[src/rtl/pipelined_adder_if.sv]
// Operand/result bus of the pipelined adder.
//
// Handshake: each side (in_* and out_*) follows strict valid/ready rules.
// A transfer happens on a rising clock edge where valid and ready are both 1.
// While valid is high and ready is low, the sender holds valid and every
// payload field stable. valid never waits on ready. ready may depend
// combinationally on the other side's ready (in_ready follows out_ready).
`timescale 1ns/1ps
interface pipelined_adder_if #(
  parameter int N = 32
);
  logic         in_valid;
  logic         in_ready;
  logic [N-1:0] a;
  logic [N-1:0] b;
  logic         cin;
  logic         sub;
  logic         out_valid;
  logic         out_ready;
  logic [N-1:0] y;
  logic         cout;
  logic         ovf;

  // Adder side: consumes operands and produces results.
  modport slave (
    input  in_valid, a, b, cin, sub, out_ready,
    output in_ready, out_valid, y, cout, ovf
  );

  // Producer/consumer side.
  modport master (
    output in_valid, a, b, cin, sub, out_ready,
    input  in_ready, out_valid, y, cout, ovf
  );
endinterface

[src/rtl/pipelined_adder.sv]
// Segmented-carry pipelined adder/subtractor.
// The N-bit operands are cut into SEGS slices of W = N/SEGS bits. Stage k adds
// slice k using the carry registered by stage k-1, so the longest carry chain
// is W+1 bits. One operation per clock; stalls propagate back through the
// stage valid bits, and bubbles collapse upstream of a stall.
// Optional macro PIPELINED_ADDER_SAT_EN: clamp y to the signed limit on
// overflow (ovf/cout still describe the unclamped sum).
`timescale 1ns/1ps
module pipelined_adder #(
  parameter int N    = 32,
  parameter int SEGS = 4
) (
  input  logic                  clk,
  input  logic                  rst_n,
  pipelined_adder_if.slave      bus
);

  localparam int W = (SEGS >= 1) ? N / SEGS : N;

  generate
    if (SEGS < 1 || (N % ((SEGS >= 1) ? SEGS : 1)) != 0) begin : g_bad_cfg
      $fatal(1, "pipelined_adder: SEGS must be >= 1 and divide N");
    end
  endgenerate

  // Stage registers. a_q/b_q carry the not-yet-added operand slices (b already
  // inverted for subtraction), r_q the finished result slices, c_q the carry
  // out of the slice this stage added.
  logic [SEGS-1:0]         v_q;
  logic [SEGS-1:0][N-1:0]  a_q;
  logic [SEGS-1:0][N-1:0]  b_q;
  logic [SEGS-1:0][N-1:0]  r_q;
  logic [SEGS-1:0]         c_q;

  // Values presented to each stage by its upstream neighbour.
  logic [SEGS-1:0]         src_v;
  logic [SEGS-1:0][N-1:0]  src_a;
  logic [SEGS-1:0][N-1:0]  src_b;
  logic [SEGS-1:0][N-1:0]  src_r;
  logic [SEGS-1:0]         src_c;

  // Next-state contents computed for each stage.
  logic [SEGS-1:0][W:0]    sum_d;
  logic [SEGS-1:0][N-1:0]  r_d;
  logic [SEGS-1:0]         c_d;

  logic [SEGS-1:0]         load;
  logic                    full_tail;
  logic [N-1:0]            b_eff;
  logic                    c0;

  logic [N-1:0]            y_raw;
  logic                    a_top;
  logic                    b_top;
  logic                    ovf_w;

  assign b_eff = bus.sub ? ~bus.b : bus.b;
  assign c0    = bus.sub | bus.cin;

  // Route each stage's input: stage 0 from the bus, stage k from stage k-1.
  always_comb begin
    src_v    = '0;
    src_a    = '0;
    src_b    = '0;
    src_r    = '0;
    src_c    = '0;
    src_v[0] = bus.in_valid;
    src_a[0] = bus.a;
    src_b[0] = b_eff;
    src_c[0] = c0;
    for (int k = 1; k < SEGS; k++) begin
      src_v[k] = v_q[k-1];
      src_a[k] = a_q[k-1];
      src_b[k] = b_q[k-1];
      src_r[k] = r_q[k-1];
      src_c[k] = c_q[k-1];
    end
  end

  // Add slice k with the incoming carry and splice it into the result.
  always_comb begin
    sum_d = '0;
    r_d   = '0;
    c_d   = '0;
    for (int k = 0; k < SEGS; k++) begin
      sum_d[k] = {1'b0, src_a[k][k*W +: W]} + {1'b0, src_b[k][k*W +: W]}
               + {{W{1'b0}}, src_c[k]};
      r_d[k]   = src_r[k];
      r_d[k][k*W +: W] = sum_d[k][W-1:0];
      c_d[k]   = sum_d[k][W];
    end
  end

  // A stage may load unless it and every stage after it are full while the
  // consumer is not ready; this is the adv/ready chain written in closed form.
  always_comb begin
    load      = '0;
    full_tail = 1'b1;
    for (int k = 0; k < SEGS; k++) begin
      full_tail = 1'b1;
      for (int j = k; j < SEGS; j++) begin
        full_tail = full_tail & v_q[j];
      end
      load[k] = bus.out_ready | ~full_tail;
    end
  end

  assign bus.in_ready = load[0];

  // Stage registers: advance where allowed, hold every field when stalled.
  // Payload is only written for a valid incoming op so idle outputs stay quiet.
  always_ff @(posedge clk or negedge rst_n) begin
    if (!rst_n) begin
      v_q <= '0;
      a_q <= '0;
      b_q <= '0;
      r_q <= '0;
      c_q <= '0;
    end else begin
      for (int k = 0; k < SEGS; k++) begin
        if (load[k]) begin
          v_q[k] <= src_v[k];
          if (src_v[k]) begin
            a_q[k] <= src_a[k];
            b_q[k] <= src_b[k];
            r_q[k] <= r_d[k];
            c_q[k] <= c_d[k];
          end
        end
      end
    end
  end

  // Output flags come from the last stage; the sign bits of a and b_eff
  // travel down the pipe with the operands.
  assign y_raw = r_q[SEGS-1];
  assign a_top = a_q[SEGS-1][N-1];
  assign b_top = b_q[SEGS-1][N-1];
  assign ovf_w = (a_top == b_top) & (y_raw[N-1] != a_top);

  assign bus.out_valid = v_q[SEGS-1];
  assign bus.cout      = c_q[SEGS-1];
  assign bus.ovf       = ovf_w;

`ifdef PIPELINED_ADDER_SAT_EN
  // On overflow the true result lies beyond the limit on a's side.
  assign bus.y = ovf_w ? {a_top, {(N-1){~a_top}}} : y_raw;
`else
  assign bus.y = y_raw;
`endif

endmodule
[src/flat_wrapper.sv]
// flat-port wrapper written by rule: the top's interface ports become plain ports
module pipelined_adder_flat 
#(
  parameter int N    = 32,
  parameter int SEGS = 4
)
  (clk, rst_n, bus_in_valid, bus_a, bus_b, bus_cin, bus_sub, bus_out_ready, bus_in_ready, bus_out_valid, bus_y, bus_cout, bus_ovf);
  pipelined_adder_if #(.N(N)) bus_i ();
  input  logic clk;
  input  logic rst_n;
  input wire logic [$bits(bus_i.in_valid)-1:0] bus_in_valid;
  input wire logic [$bits(bus_i.a)-1:0] bus_a;
  input wire logic [$bits(bus_i.b)-1:0] bus_b;
  input wire logic [$bits(bus_i.cin)-1:0] bus_cin;
  input wire logic [$bits(bus_i.sub)-1:0] bus_sub;
  input wire logic [$bits(bus_i.out_ready)-1:0] bus_out_ready;
  output wire logic [$bits(bus_i.in_ready)-1:0] bus_in_ready;
  output wire logic [$bits(bus_i.out_valid)-1:0] bus_out_valid;
  output wire logic [$bits(bus_i.y)-1:0] bus_y;
  output wire logic [$bits(bus_i.cout)-1:0] bus_cout;
  output wire logic [$bits(bus_i.ovf)-1:0] bus_ovf;
  assign bus_i.in_valid = bus_in_valid;
  assign bus_i.a = bus_a;
  assign bus_i.b = bus_b;
  assign bus_i.cin = bus_cin;
  assign bus_i.sub = bus_sub;
  assign bus_i.out_ready = bus_out_ready;
  assign bus_in_ready = bus_i.in_ready;
  assign bus_out_valid = bus_i.out_valid;
  assign bus_y = bus_i.y;
  assign bus_cout = bus_i.cout;
  assign bus_ovf = bus_i.ovf;
  pipelined_adder #(.N(N), .SEGS(SEGS)) u_core (.clk(clk), .rst_n(rst_n), .bus(bus_i));
endmodule
[config.mk]
export PLATFORM = sky130hd
export DESIGN_NAME = pipelined_adder_flat
export DESIGN_NICKNAME = d
export VERILOG_FILES = /design/src/rtl/pipelined_adder_if.sv /design/src/rtl/pipelined_adder.sv /design/src/flat_wrapper.sv
export SDC_FILE = /design/constraint.sdc
export NUM_CORES = 1
export LEC_CHECK = 0
export ABC_AREA = 1
export CAP_MARGIN = 20
export CORE_MARGIN = 8
export CORE_UTILIZATION = 50
export DETAILED_ROUTE_END_ITERATION = 7
export PLACE_DENSITY_LB_ADDON = 0.15
export SETUP_SLACK_MARGIN = 0.5
export SYNTH_ARGS = -nofsm -noshare
export SYNTH_HDL_FRONTEND = slang
export SYNTH_SLANG_ARGS = --single-unit
[constraint.sdc]
create_clock -name clk -period 4.2 [get_ports clk]
set_input_delay 1.05 -clock clk [delete_from_list [all_inputs] [get_ports clk]]
set_output_delay 1.05 -clock clk [all_outputs]
set_load 0.1 [all_outputs]
==> run_results.csv <==
group,metric,value,unit
worst_hold_path,min_path_type,"reg -> reg",
critical_path,cp.required,3.15,ns
floorplanning,io_pins,106,
floorplanning,die-area,21900,um2
synthesis,synth_cells,1004,
sta,setup_viol,0,
drt,ant_nets,0,
clock_network,htreeDepth,4,
clock_network,clock_sinks,186,
place,place.gp.congestion,0.860,
clock_network,clk_pin_slew,0.06,ns
floorplanning,rows,48,
clock_network,cts-root-buf,"clkbuf_16",
power,finalPower,7.50,mW
finish,area_delta_synth_final,21.1,%
grt,grt_pass1_wl,31.7,mm
synthesis,ys_seq_area_frac,0.536,
critical_path,crit_path_start_kind,"primary input",
clock_network,cts_hold_buf,0,
sta,rsz0062_at_grt,"false",
synthesis,async_flop_share,1.00,
drt,via_count,6485,
run,cap_violations,0,
drt,routed_wl,18.8,mm
critical_path,cp.arrival,2.33,ns
finish,fillers,1542,
finish,finalNetCount,1203,
drt,vias_per_cell,4.86,
synthesis,synth_warnings,0,
floorplanning,chipHeight,148,um
status,outcome,"completed",
place,place_hpwl,13.4,mm
worst_hold_path,hold_path_depth,2,
clock_network,cts_resized,0,
sta,max_freq,296,MHz
sta,finalCritPeriodShare,0.804,
sta,tightest_slew,0.979,ns
synthesis,synth_nets,1110,
drt,wl_per_cell,14.1,um
synthesis,synthFlopType,"dfrtp_1",
clock_network,cts_tree,"built",
drt,drc,0,
power,p_leak,5.32,nW
sta,slew_headroom,0.345,
critical_path,critPathKind,"in -> out",
grt,antenna_found_initial,0,
grt,grt_max_degree,75,
clock_network,post_cts_buffers,0,
floorplanning,fp.dieW,148,um
power,p_per_area,713,nW/um2
synthesis,syn_avg_cell_area,8.65,um2
place,numPortBuffers,105,
finish,drive_above_1_share,0.0613,
grt,grt_usage,0.181,
synthesis,syn-cell-area,8690,um2
sta,finalCriticalPeriod,3.38,ns
finish,n_antenna_cell,0,
sta,finalHoldViolations,0,
synthesis,ys_seq_elements,186,
floorplanning,start_util,0.508,
sta,slew_violations,0,
clock_network,clk_latency,0.43,ns
grt,grt.overflow.total,0,
floorplanning,core_area,17100,um2
grt,grt_pass1_vias,6263,
sta,finalSetupTns,0,ns
power,ir_drop,0.000512,V
synthesis,synth_edf_count,0,
drt,first_iter_violations,353,
synthesis,synth_cell_types,28,
drt,firstDrtPassIters,5,
clock_network,cts_inserted_buffers,17,
critical_path,reg2regPathDepth,10,
clock_network,clockBufferDepth,2,
critical_path,worst_setup_path_end_kind,"output pin",
critical_path,crit_fanout,3,
sta,skew,0.00713,ns
[synthesized netlist by cell type, types with 10 or more instances]
master    number  area (um2)
nand2_1      391        1470
dfrtp_1      186        4650
o21ai_0      112         561
inv_1         91         342
nand3_1       34         170
xor2_1        29         254
ha_1          28         350
nor2_1        24        90.1
buf_2         21         105
a21oi_1       16        80.1
or2_2         11        68.8
clkbuf_1      10        37.5
[critical path, cell delays in order]
cell and delay [ns]:
clkdlybuf4s50_1 0.43, nor2_2 0.18, nand3_2 0.17, nor2_4 0.18
inv_2 0.08, buf_4 0.24
[path summary, 6_finish.rpt]
path                                  startpoint          endpoint  slack, ns
worst max-delay path               bus_out_ready      bus_in_ready       0.82
worst min-delay path            u_core.bus.y[20]  u_core.bus.y[20]       0.47
worst max register to register     u_core.c_q[0]    u_core.r_d[76]       2.37
worst min register to register  u_core.bus.y[20]  u_core.bus.y[20]       0.47
max in group asynchronous                  rst_n    u_core.r_d[35]       2.71
min in group asynchronous                  rst_n    u_core.a_q[18]       0.64
[placed cells by master (no fill, tap or decap), drive strengths merged, types with 2 or more instances in the layout]
| cell type | netlist | final |
|---|---|---|
| o21ai | 112 | 112 |
| nand3b | 8 | 8 |
| dfrtp | 186 | 186 |
| nor2 | 27 | 27 |
| nand2 | 394 | 394 |
| clkinvlp | 0 | 2 |
| o22ai | 2 | 2 |
| clkinv | 0 | 3 |
| xnor2 | 7 | 7 |
| nand3 | 35 | 35 |
| or2 | 11 | 11 |
| buf | 29 | 12 |
| o21bai | 2 | 2 |
| inv | 96 | 97 |
| xor2 | 29 | 29 |
| and2 | 3 | 3 |
| clkdlybuf4s50 | 0 | 101 |
| a21oi | 16 | 16 |
| clkbuf | 10 | 22 |
| ha | 28 | 28 |
| fa | 8 | 8 |
| bufinv | 0 | 4 |
[sequential cells by signal, summed over array words and instances (netlist names)]
name,count
u_core.c_q,4
u_core.v_q,4
u_core.a_q,49
u_core.bus.y,32
u_core.b_q,49
u_core.r_d,48
[final cells by class]
class	count	area [um2]	share of cell area
clock buffers	22	484	0.0460
clock inverters	10	163	0.0155
inverters	96	360	0.0342
multi-input cells	683	3450	0.328
flip-flops and latches	186	4650	0.442
well taps	225	282	0.0267
repair buffers	113	1130	0.107
[routing by layer]
metal / part of all wire / track usage / wire length, um
met3: 0.047 / 0.0422 / 885
met2: 0.44 / 0.269 / 8350
met5: 0 / 0 / 0
met1: 0.50 / 0.258 / 9360
met4: 0.012 / 0.0556 / 229
[logic make-up after synthesis]
family | count (synthesis) | synth area share
simple gates | 478 | 0.223
flops | 186 | 0.536
buf+inv | 135 | 0.0678
compound gates | 133 | 0.0785
xor+xnor | 36 | 0.0363
fa+ha+maj | 36 | 0.0587
[where the power goes]
group	total [mW]	internal (mW)	leakage (nW)	switching, mW
Sequential	2.67	2.36	2.31	0.316
Clock	1.72	1.06	0.313	0.655
Combinational	3.11	0.888	2.70	2.22
[per-stage QoR]
stage | setup WS [ns] | area, um2 | instances | utilization | hold WS (ns)
floorplan | 1.11 | 8690 | 1004 | - | 0.442
global placement | 0.842 | 9880 | 1303 | 0.577 | 0.454
detailed placement | 0.828 | 9880 | 1303 | 0.577 | 0.457
CTS | 0.815 | 10500 | 1335 | 0.615 | 0.474
global route | 0.719 | 10500 | 1335 | 0.615 | 0.487
finish | 0.822 | 10500 | 1335 | 0.615 | 0.470
No activity file was read; power rests on OpenSTA's default activity.
